## config.mk

```make
export PLATFORM = sky130hd
export DESIGN_NAME = imem_loader
export DESIGN_NICKNAME = d
export VERILOG_FILES = /design/src/rtl/imem_loader.sv
export SDC_FILE = /design/constraint.sdc
export NUM_CORES = 1
export LEC_CHECK = 0
export BUFFER_PORTS_ARGS = -buffer_cell sky130_fd_sc_hd__buf_2
export CELL_PAD_IN_SITES_DETAIL_PLACEMENT = 1
export CELL_PAD_IN_SITES_GLOBAL_PLACEMENT = 2
export CORE_ASPECT_RATIO = 0.5
export CORE_MARGIN = 2
export CORE_UTILIZATION = 36
export CTS_CLUSTER_SIZE = 30
export DETAILED_ROUTE_END_ITERATION = 8
export PLACE_DENSITY = 0.85
export SKIP_LAST_GASP = 1
export SYNTH_ARGS = -nofsm -noshare
export SYNTH_HDL_FRONTEND = slang
export SYNTH_SLANG_ARGS = --single-unit
```

## constraint.sdc

```tcl
create_clock -name clk -period 2.8 [get_ports clk]
set_input_delay 0.28 -clock clk [delete_from_list [all_inputs] [get_ports clk]]
set_output_delay 0.28 -clock clk [all_outputs]
set_load 0.02 [all_outputs]
```

## src/rtl/imem_loader.sv

```systemverilog
// ----------------------------------------------------------------------------
// imem_loader
//
// Writer side of the instruction memory. Accepts a program image as a byte
// stream and writes it, one 32-bit word at a time, into the instruction RAM
// write port. The CPU core is held in reset until a complete image whose
// checksum matches has been loaded.
//
// Stream format (little-endian):
//   LEN_LO, LEN_HI        16-bit word count N
//   N x 4 data bytes      each word LSB first
//   CSUM                  XOR of all data bytes (length bytes excluded)
//
// Ports:
//   clk        system clock, rising edge
//   rst_n      asynchronous active-low reset
//   start      one-cycle pulse that begins a new load (ignored while busy)
//   in_valid   in_data holds a byte
//   in_data    stream byte
//   in_ready   loader can accept a byte this cycle
//   mem_we     instruction RAM write enable, one-cycle pulse
//   mem_addr   word index (not a byte address), zero-extended
//   mem_wdata  instruction word
//   busy       load in progress
//   done       image loaded and verified
//   error      load failed (length overflow or checksum mismatch)
//   cpu_rst_n  active-low reset to the CPU core
// ----------------------------------------------------------------------------
module imem_loader #(
    parameter int ROM_SIZE = 64
) (
    input  logic        clk,
    input  logic        rst_n,
    input  logic        start,
    input  logic        in_valid,
    input  logic [7:0]  in_data,
    output logic        in_ready,
    output logic        mem_we,
    output logic [31:0] mem_addr,
    output logic [31:0] mem_wdata,
    output logic        busy,
    output logic        done,
    output logic        error,
    output logic        cpu_rst_n
);

    typedef enum logic [2:0] {
        S_IDLE,
        S_LEN_LO,
        S_LEN_HI,
        S_DATA,
        S_CSUM,
        S_DONE,
        S_ERROR
    } state_t;

    localparam logic [16:0] ROM_WORDS = 17'(ROM_SIZE);

    state_t      state;
    state_t      state_nxt;
    logic [15:0] len;
    logic [15:0] word_idx;
    logic [1:0]  byte_cnt;
    logic [7:0]  csum;
    logic [23:0] asm_lo;     // lower three lanes of the word being assembled

    logic        xfer;
    logic [15:0] len_full;
    logic        len_over;
    logic        last_word;

    assign xfer      = in_valid && in_ready;
    // Full length as it will be once LEN_HI is captured this cycle.
    assign len_full  = {in_data, len[7:0]};
    assign len_over  = {1'b0, len_full} > ROM_WORDS;
    assign last_word = (word_idx + 16'd1) == len;

    // ---- state register ----
    always_ff @(posedge clk or negedge rst_n) begin
        if (!rst_n) begin
            state <= S_IDLE;
        end else begin
            state <= state_nxt;
        end
    end

    // ---- next state and decoded in_ready ----
    always_comb begin
        state_nxt = state;
        in_ready  = 1'b0;
        case (state)
            S_IDLE, S_DONE, S_ERROR: begin
                if (start) begin
                    state_nxt = S_LEN_LO;
                end
            end
            S_LEN_LO: begin
                in_ready = 1'b1;
                if (xfer) begin
                    state_nxt = S_LEN_HI;
                end
            end
            S_LEN_HI: begin
                in_ready = 1'b1;
                if (xfer) begin
                    if (len_over) begin
                        state_nxt = S_ERROR;
                    end else if (len_full == 16'd0) begin
                        state_nxt = S_CSUM;
                    end else begin
                        state_nxt = S_DATA;
                    end
                end
            end
            S_DATA: begin
                // Stays ready during the write cycle: bytes may arrive back to back.
                in_ready = 1'b1;
                if (xfer && byte_cnt == 2'd3 && last_word) begin
                    state_nxt = S_CSUM;
                end
            end
            S_CSUM: begin
                in_ready = 1'b1;
                if (xfer) begin
                    state_nxt = (in_data == csum) ? S_DONE : S_ERROR;
                end
            end
            default: begin
                state_nxt = S_IDLE;
            end
        endcase
    end

    // ---- datapath, write port and status outputs ----
    always_ff @(posedge clk or negedge rst_n) begin
        if (!rst_n) begin
            len       <= 16'd0;
            word_idx  <= 16'd0;
            byte_cnt  <= 2'd0;
            csum      <= 8'd0;
            asm_lo    <= 24'd0;
            mem_we    <= 1'b0;
            mem_addr  <= 32'd0;
            mem_wdata <= 32'd0;
            busy      <= 1'b0;
            done      <= 1'b0;
            error     <= 1'b0;
            cpu_rst_n <= 1'b0;
        end else begin
            mem_we <= 1'b0;
            case (state)
                S_IDLE, S_DONE, S_ERROR: begin
                    if (start) begin
                        done      <= 1'b0;
                        error     <= 1'b0;
                        csum      <= 8'd0;
                        word_idx  <= 16'd0;
                        byte_cnt  <= 2'd0;
                        busy      <= 1'b1;
                        cpu_rst_n <= 1'b0;
                    end
                end
                S_LEN_LO: begin
                    if (xfer) begin
                        len[7:0] <= in_data;
                    end
                end
                S_LEN_HI: begin
                    if (xfer) begin
                        len[15:8] <= in_data;
                        if (len_over) begin
                            busy  <= 1'b0;
                            error <= 1'b1;
                        end
                    end
                end
                S_DATA: begin
                    if (xfer) begin
                        csum     <= csum ^ in_data;
                        byte_cnt <= byte_cnt + 2'd1;
                        case (byte_cnt)
                            2'd0: asm_lo[7:0]   <= in_data;
                            2'd1: asm_lo[15:8]  <= in_data;
                            2'd2: asm_lo[23:16] <= in_data;
                            default: begin
                                // Fourth byte completes the word; the write
                                // issues on the following cycle.
                                mem_we    <= 1'b1;
                                mem_addr  <= 32'(word_idx);
                                mem_wdata <= {in_data, asm_lo};
                                word_idx  <= word_idx + 16'd1;
                            end
                        endcase
                    end
                end
                S_CSUM: begin
                    if (xfer) begin
                        busy <= 1'b0;
                        if (in_data == csum) begin
                            done      <= 1'b1;
                            cpu_rst_n <= 1'b1;
                        end else begin
                            error <= 1'b1;
                        end
                    end
                end
                default: begin
                end
            endcase
        end
    end

endmodule

```

# Word level (Yosys, flattened, before mapping)
# Index checks and enable logic that the tools add are counted.
# word_totals
latch_bits	0
ram_bits	0
reg_bits	121
input_bits	12
output_inout_bits	70
wordCells	102
memories	0
romBits	0
# classes
muxes	37
n_div	0
reduce_logical	24
n_shift	0
add_sub_neg	2
multipliers	0
n_eq_ne	21
n_bitwise	2
order_cmp	1
# op_table
op	count
2-to-1 mux 16 bit	3
one-hot mux 16 bit (2 select lines)	1
2-to-1 mux 3 bit	7
!= test 2 bit (second input constant)	10
adder 16 x 1 -> 16 bit (second input constant)	1
== test 16 bit	1
> comparator 16 x 7 -> 1 bit (second input constant)	1
logical NOT 16 bit	1
2-to-1 mux 8 bit	2
one-hot mux 8 bit (2 select lines)	1
2-to-1 mux 1 bit	15
one-hot mux 3 bit (5 select lines)	1
AND reduction 3 bit	5
AND reduction 5 bit	2
== test 3 bit (second input constant)	3
== test 8 bit	1
AND reduction 4 bit	2
XOR 8 bit	1
== test 3 x 2 -> 1 bit (second input constant)	2
2-to-1 mux 2 bit	3
one-hot mux 1 bit (3 select lines)	2
AND reduction 6 bit	1
OR reduction 3 bit	2
== test 2 bit (second input constant)	2
13 further kinds	17

# Longest topological paths before layout
# Gate-level depths: netlist (run 1).
# depth
word_depth	8
mapped_depth	8
depth_no_buf	7

# Worst setup path after synthesis (run 1)
# Ideal clock, no wire load.
# synth_timing
path_type	reg-to-reg
startpoint	register word_idx[0]
endpoint	register state[2]
arrival_time_ps	2043
synth_period_minus_slack_ps	2163
path_slack_ps	637
path_stages_with_launch	9
required_ps	2680
setup_ps	120
n_path_buf	1
cell_sequence	dfrtp_1 ha_1 nand4_1 or3_1 buf_6 and3_1 o32ai_2 nor4_2 a41o_1
# synth_via
elab_chain_cells	5
# synth_rtl
element	line	rtl
from (decl)	62	logic [15:0] word_idx;
from (signal assigned)	191	word_idx <= word_idx + 16'd1;
adder 16 x 1 -> 16 bit	76	assign last_word = (word_idx + 16'd1) == len;
== test 16 bit	76	
logical AND 1 bit	118	if (xfer && byte_cnt == 2'd3 && last_word) begin
!= test 2 bit (no line)	n/a	
AND reduction 5 bit (no line)	n/a	
to (signal assigned)	83	state <= state_nxt;
to (decl)	59	state_t state;
# Every way passes these cells.
# A chain may end at the register's enable or synchronous reset.

# Worst setup path in the final report (run 1)
# layout_timing
startpoint	register word_idx[0]
endpoint	register state[1]
# Same word-level chain as after synthesis.

==> summary.md, run 1 <==
| Metric | Value |
|---|---|
| Status | completed |
| Max-slew violation count | 0 |
| CTS clk-pin slew, worst paths | 0.06 ns |
| Hold wc startpoint | start |
| TritonCTS buffer count | 17 |
| CTS tree | done |
| VDD IR max | approximately 0.32 mV |
| Number of flops mapped to enable cells by yosys | 0 |
| Final clock skew | 0.008631 ns |
| Setup slack after placement | 0.2406 ns |
| Netlist cell types | 60 |
| Flop-to-flop setup slack | ~0.16 ns |
| Worst r2r path cells | 7 |
| I/O pin count | between 80 and 90 |
| Die W | 185.9 microns |
| Worst-Margin Slew | 0.8049 ns |
| Fraction of layout cells with a size suffix above 1 | 0.2352 |
| Max Cap Viol | 0 |
| Port Buffers | 65 |
| Fin. Hold Viols | 0 |
| Residual DRC | 0 |
| Critical Path Sink | state[1] |
| CP Launch Point | word_idx[0] |
| Most frequent cells in the layout | nand2_1 (178), dfrtp_1 (121), buf_2 (64), o21ai_0 (47), mux2_2 (39) |
| First-pass GRT wire length | between 20000 and 30000 microns |
| Crit share post-route | 0.9412 |
| Power Dens Cells | 901.9 mW/mm^2 |
| Syn Inst Count | 625 |
| R2R Path Start | word_idx[0] |
| Slowest CP cell | nor4_2 |
| Post-synthesis sequential area ratio | 0.5085 |
| Cell family with most CP delay | simple AND/OR/NAND/NOR gates |
| Cells after DPL | between 800 and 900 |
| Largest cells by area after synthesis | dfrtp_1 (51%), nand2_1 (11%), mux2_2 (7.4%), o21ai_0 (4.0%), xnor2_1 (2.6%) |
| PnR worst setup slack | about 0.16 ns |
| WP depth | 7 |
| Crit path capture type | flip-flop |
| Post-cts resize count | 0 |
| Avg Cell Area, Syn | between 9 and 10 sq um |
| Diode count | 0 |
| Rows | 33 |
| Max incr delay on CP | roughly 0.53 ns |
| Clk root buf | clkbuf_16 |
| Core area | between 0.015 and 0.02 sq mm |
| Worst Setup Path Type | flip-flop to flip-flop |
| Worst-path maximum fanout | 8 |
| Routed Antenna Nets | 0 |
| Initial core utilization | 0.3660 |
| Die Y | ~95 microns |
| Final setup viols | 0 |
| DP HPWL | between 10000 and 15000 microns |
| Leakage | 3.431 nW |
| Via count | ~4600 |
| Critical Path RT | ~3.1 ns |
| Max_slew headroom | 0.4634 |
| Final setup TNS | 0 ns |
| Synth area leader | dfrtp_1 |
| Min cycle time layout | ~2.6 ns |
| GP Congestion | around 0.83 |
| Layout Nets | ~700 |
| Worst setup SP type | flip-flop |
| Ys async rst share | 1.000 |
| Num Clock Sinks | ~120 |
| Flops & latches, synth | 121 |
| CP Data Arrival Time | ~2.9 ns |
| Crit path cell chain | ha_1, nand4_1, or3_1, o21ai_1, o2111ai_1, nor4_2, a31oi_1 |
| Non-Filler Instances | roughly 900 |
| Hold crit path type | input pin to flip-flop |
| Area of the mapped netlist | ~0.006 sq mm |
| Initial antenna violation count | 0 |
| Starting DRT DRC Count | around 230 |
| CTS Buffer Depth | 2 |
| Synth top area share | 0.5085 |
| Worst reg2reg endpoint | state[1] |
| Primary FF master, synth | dfrtp_1 |
| YS warnings | 0 |
| Total power | 0.006405 W |
| P&R area growth vs syn | 19.27% |
| DR vias/cell | 5.001 |
| Fmax | 379.5 MHz |
| Skew-Pair Late Insertion Delay | about 0.42 ns |
| Die Area | about 0.018 sq mm |
| Wire per inst | between 15 and 20 microns |
| Pre-antenna DRT Iters | 4 |
| Vias in the first global route | around 4800 |
| Final wirelength | 16150 microns |
| WP buf/inv | 0 |
| Largest net degree at the start of global routing | just over 60 |
| Leading cell type in the layout, fill and taps excluded | nand2_1 |
| GRT Residual Overflow | 0 |
| RSZ-0062 raised after global routing | no |
| Htree depth | 4 |
| GRT Util Overall | 0.1961 |
cell usage after synthesis (4+ instances only):
library cell,number
mux2_2,39
buf_1,5
nor3_1,4
and3_1,5
o21ai_0,47
xor2_1,10
nand3_1,9
a31oi_1,5
inv_1,8
dfrtp_1,121
xnor2_1,18
nor2_1,22
nor2b_1,7
o31ai_1,7
nand2_1,179
buf_4,19
buf_2,8
nor4_1,4
clkbuf_1,24
a21oi_1,15
ha_1,6
nand4_1,4
cells by family after synthesis:
family / Yosys count / synth area share
flops: 121 / 0.5085
xor+xnor: 28 / 0.04118
other cells: 1 / 0.0006298
compound gates: 104 / 0.1099
buf+inv: 67 / 0.05842
fa+ha+maj: 6 / 0.01261
simple gates: 257 / 0.1916
mux: 41 / 0.07712
cell type report:
type / instances / area (sq um)
Timing Repair Buffer: 79 / 460.4
Fill cell: 1895 / 9166
Clock buffer: 20 / 456.7
Clock inverter: 12 / 196.4
Inverter: 9 / 33.78
Tap cell: 227 / 284.0
Sequential cell: 121 / 3028
Multi-Input combinational cell: 452 / 2643
state kept, by name (all words and copies together), names as in the netlist:
register	cells
mem_we	1
cpu_rst_n	1
csum	8
asm_lo	24
mem_wdata	32
busy	1
word_idx	16
byte_cnt	2
state	3
mem_addr	16
len	16
error	1
per-layer routing:
metal / vias to the layer above / part of all wire / track usage
li1: 2190 / - / -
met5: - / 0 / 0
met2: 63 / 0.48 / 0.3256
met4: 0 / 0.014 / 0.05906
met1: 2330 / 0.48 / 0.2549
met3: 18 / 0.031 / 0.04859
repair_timing:
item                      4_1_cts  5_1_grt
hold endpoints to repair       58        0
hold buffers                    1        0
setup buffers                   0        0
how the worst min path moves through the flow:
stage	endpoint	cells after the start
2_1_floorplan	asm_lo[0]	0
6_report	error	2
4_1_cts	error	2
3_3_place_gp	mem_wdata[8]	1
5_1_grt	error	2
3_5_place_dp	mem_wdata[11]	1
report_power, final:
group          internal [W]  total, W  leakage, nW  switching [W]
clock               0.00162   0.00245        0.312       0.000828
combinational      0.000538   0.00144         1.58       0.000906
sequential          0.00222   0.00251         1.54       0.000295
metrics by stage:
stage          utilization  instance area [sq um]  hold WS, ns
6_report            0.4365                   7102       0.1775
4_1_cts             0.4365                   7102       0.1585
3_3_place_gp        0.3958                   6439       0.4156
5_1_grt             0.4365                   7102       0.2062
3_5_place_dp        0.3958                   6439       0.4244
2_1_floorplan            -                   6011     -0.01559
Note: power is estimated with default switching activity, not from simulation.
==> run 2, diff against run 1 <==
PLACE_DENSITY = 0.91   (was 0.85)
==> run 2 against run 1 <==
Clock-buffer cell count decreased by 1. Worst setup slack improved by 0.084 ns. Core utilization fell by 0.23 points. Worst hold slack better by 0.0050 ns. Global-route usage hardly changed. Total power decreased by 1.1%. Clock skew up 0.0027 ns. Highest routed layer unchanged.
==> summary.md, run 2 (synthesis gave the netlist of run 1 again) <==
| Metric | Value |
|---|---|
| Status | completed |
| Die Area | 0.01765 sq mm (unchanged) |
| Worst Setup Path Type | flip-flop to flip-flop |
| Largest Register | mem_wdata |
| Worst setup SP type | flip-flop |
| Hold wc startpoint | start |
| First-pass GRT wire length | 26610 microns (+2.0%) |
| Initial antenna violation count | 0 (unchanged) |
| Hold crit path type | input pin to flip-flop |
| VDD IR max | 0.4796 mV (+51%) |
| Final setup viols | 0 (unchanged) |
| Core area | 0.01627 sq mm (unchanged) |
| RSZ-0062 raised after global routing | no |
| Power Dens Cells | 896.6 mW/mm^2 (-0.59%) |
| Worst-Margin Slew | 0.6703 ns (-0.1346 ns) |
| Non-Filler Instances | 917 (-0.33%) |
| CP Launch Point | word_idx[0] |
| Routed Antenna Nets | 0 (unchanged) |
| Skew-Pair Late Insertion Delay | 0.42 ns (about the same) |
| Top flop regs | mem_wdata (32), asm_lo (24) |
| Initial core utilization | 0.3660 (unchanged) |
| Clk root buf | clkbuf_16 |
| Max Cap Viol | 0 (unchanged) |
| CTS tree | done |
| Via count | 4712 (+2.4%) |
| DP HPWL | 10360 microns (-1.5%) |
| CP Data Arrival Time | 2.91 ns (about the same) |
| Core Util, Final | 0.4342 (-0.002307) |
| Wire per inst | 17.86 microns (+1.7%) |
| DR vias/cell | 5.138 (+2.7%) |
| Fin. Hold Viols | 0 (unchanged) |
| Htree depth | 4 (unchanged) |
| TritonCTS buffer count | 17 (unchanged) |
| Register area | 0.003028 sq mm (unchanged) |
| Max-slew violation count | 0 (unchanged) |
| Filler cells | 1899 (+0.21%) |
| Port Buffers | 65 (unchanged) |
| Final setup TNS | 0 ns (unchanged) |
| Critical Path RT | 3.15 ns (+0.08 ns) |
| Worst hold slack | 0.1825 ns (+0.004974 ns) |
| CTS Buffer Depth | 2 (unchanged) |
| Fraction of layout cells with a size suffix above 1 | 0.2319 (-0.003325) |
| Leading cell type in the layout, fill and taps excluded | nand2_1 |
| Rows | 33 (unchanged) |
| Largest register FFs | 32 (unchanged) |
| GRT Util Overall | 0.1964 (+0.0003421) |
| Layout Nets | 696 (-0.29%) |
| Crit path capture type | flip-flop |
| Die Y | 94.94 microns (unchanged) |
| Cells after DPL | 885 (-0.23%) |
| Diode count | 0 (unchanged) |
| Residual DRC | 0 (unchanged) |
| Die W | 185.9 microns (unchanged) |
| Final clock skew | 0.01137 ns (+0.002744 ns) |
| Num Clock Sinks | 121 (unchanged) |
| Fmax | 391.9 MHz (+3.3%) |
| Leakage | 3.409 nW (-0.64%) |
| Worst-path maximum fanout | 8 (unchanged) |
| Final wirelength | 16380 microns (+1.4%) |
| Vias in the first global route | 4996 (+3.8%) |
| Most frequent cells in the layout | nand2_1 (178), dfrtp_1 (121), buf_2 (64), o21ai_0 (47), mux2_2 (39) |
| R2R Path Start | word_idx[0] |
| Pre-antenna DRT Iters | 4 (unchanged) |
| I/O pin count | 82 (unchanged) |
| Multi-input gate area | 0.002646 sq mm (+0.14%) |
| Min cycle time layout | 2.552 ns (-0.08383 ns) |
| P&R area growth vs syn | 18.64% |
| GP Congestion | 0.8392 (+0.54%) |
| Post CTS Setup Buffer Count | 0 (unchanged) |
| Starting DRT DRC Count | 262 (+14%) |
| GRT Residual Overflow | 0 (unchanged) |
| Max_slew headroom | 0.5507 (+0.08732) |
| Largest net degree at the start of global routing | 71 (+16%) |
| Crit share post-route | 0.9113 (-0.02994) |
| CTS clk-pin slew, worst paths | 0.06 ns (about the same) |
-- run 2: cell types whose count changed in the layout (fill, tap and decap cells not counted), sizes merged --
cell | previous run | this run
buf | 78 | 76
bufinv | 5 | 4
clkbuf | 20 | 19
clkinvlp | 3 | 4
-- run 2: repair_timing --
action,4_1_cts,5_1_grt
gates resized for setup,0,1
hold buffers,1,0
endpoints found under the setup margin,0,3
hold endpoints to repair,30,0
-- run 2: area by class of cell --
class	instances	share of cell area
sequential	121	0.4286
clock buffer	19	0.06412
clock inverter	12	0.02462
timing repair buffer	77	0.06305
inverter	9	0.004782
multi-input combinational	452	0.3746
tap	227	0.04021
-- run 2: power breakdown --
group	internal, W	switching (W)
Sequential	0.00222	0.000305
Combinational	0.000539	0.000922
Clock	0.00153	0.000825
Total	0.00428	0.00205
-- run 2: path summary, 6_finish.rpt --
check,end,cells past startpoint,slack [ns]
max,state[2],7,0.25
min,error,2,0.18
max reg2reg,state[2],7,0.25
min reg2reg,mem_addr[8],2,0.47
max in group asynchronous,word_idx[6],3,1.72
min in group asynchronous,asm_lo[15],2,0.35
-- run 2: stage by stage --
stage	cell area [sq um]	worst slack [ns]	power, W
final	7064	0.2484	0.006334
after CTS	7056	0.2210	0.006382
after global placement	6419	0.3695	0.003903
after floorplan	6011	0.6368	0.003458
after detailed placement	6419	0.2767	0.003993
after global routing	7064	0.03231	0.006648
-- run 2: per-layer routing --
layer	up-vias	wire (microns)	global-route usage
met4	0	173	0.06627
li1	2191	-	-
met2	72	8047	0.3315
met1	2433	7744	0.2587
met3	16	411	0.03239
met5	-	0	0
-- run 2: worst max-delay path, stage by stage, from the launching register on --
cell and delay (ns):
dfrtp_1 0.47, ha_1 0.31, nand4_1 0.23, or3_1 0.51, o21ai_1 0.19, o2111ai_1 0.17
nor4_4 0.40, a41o_1 0.21
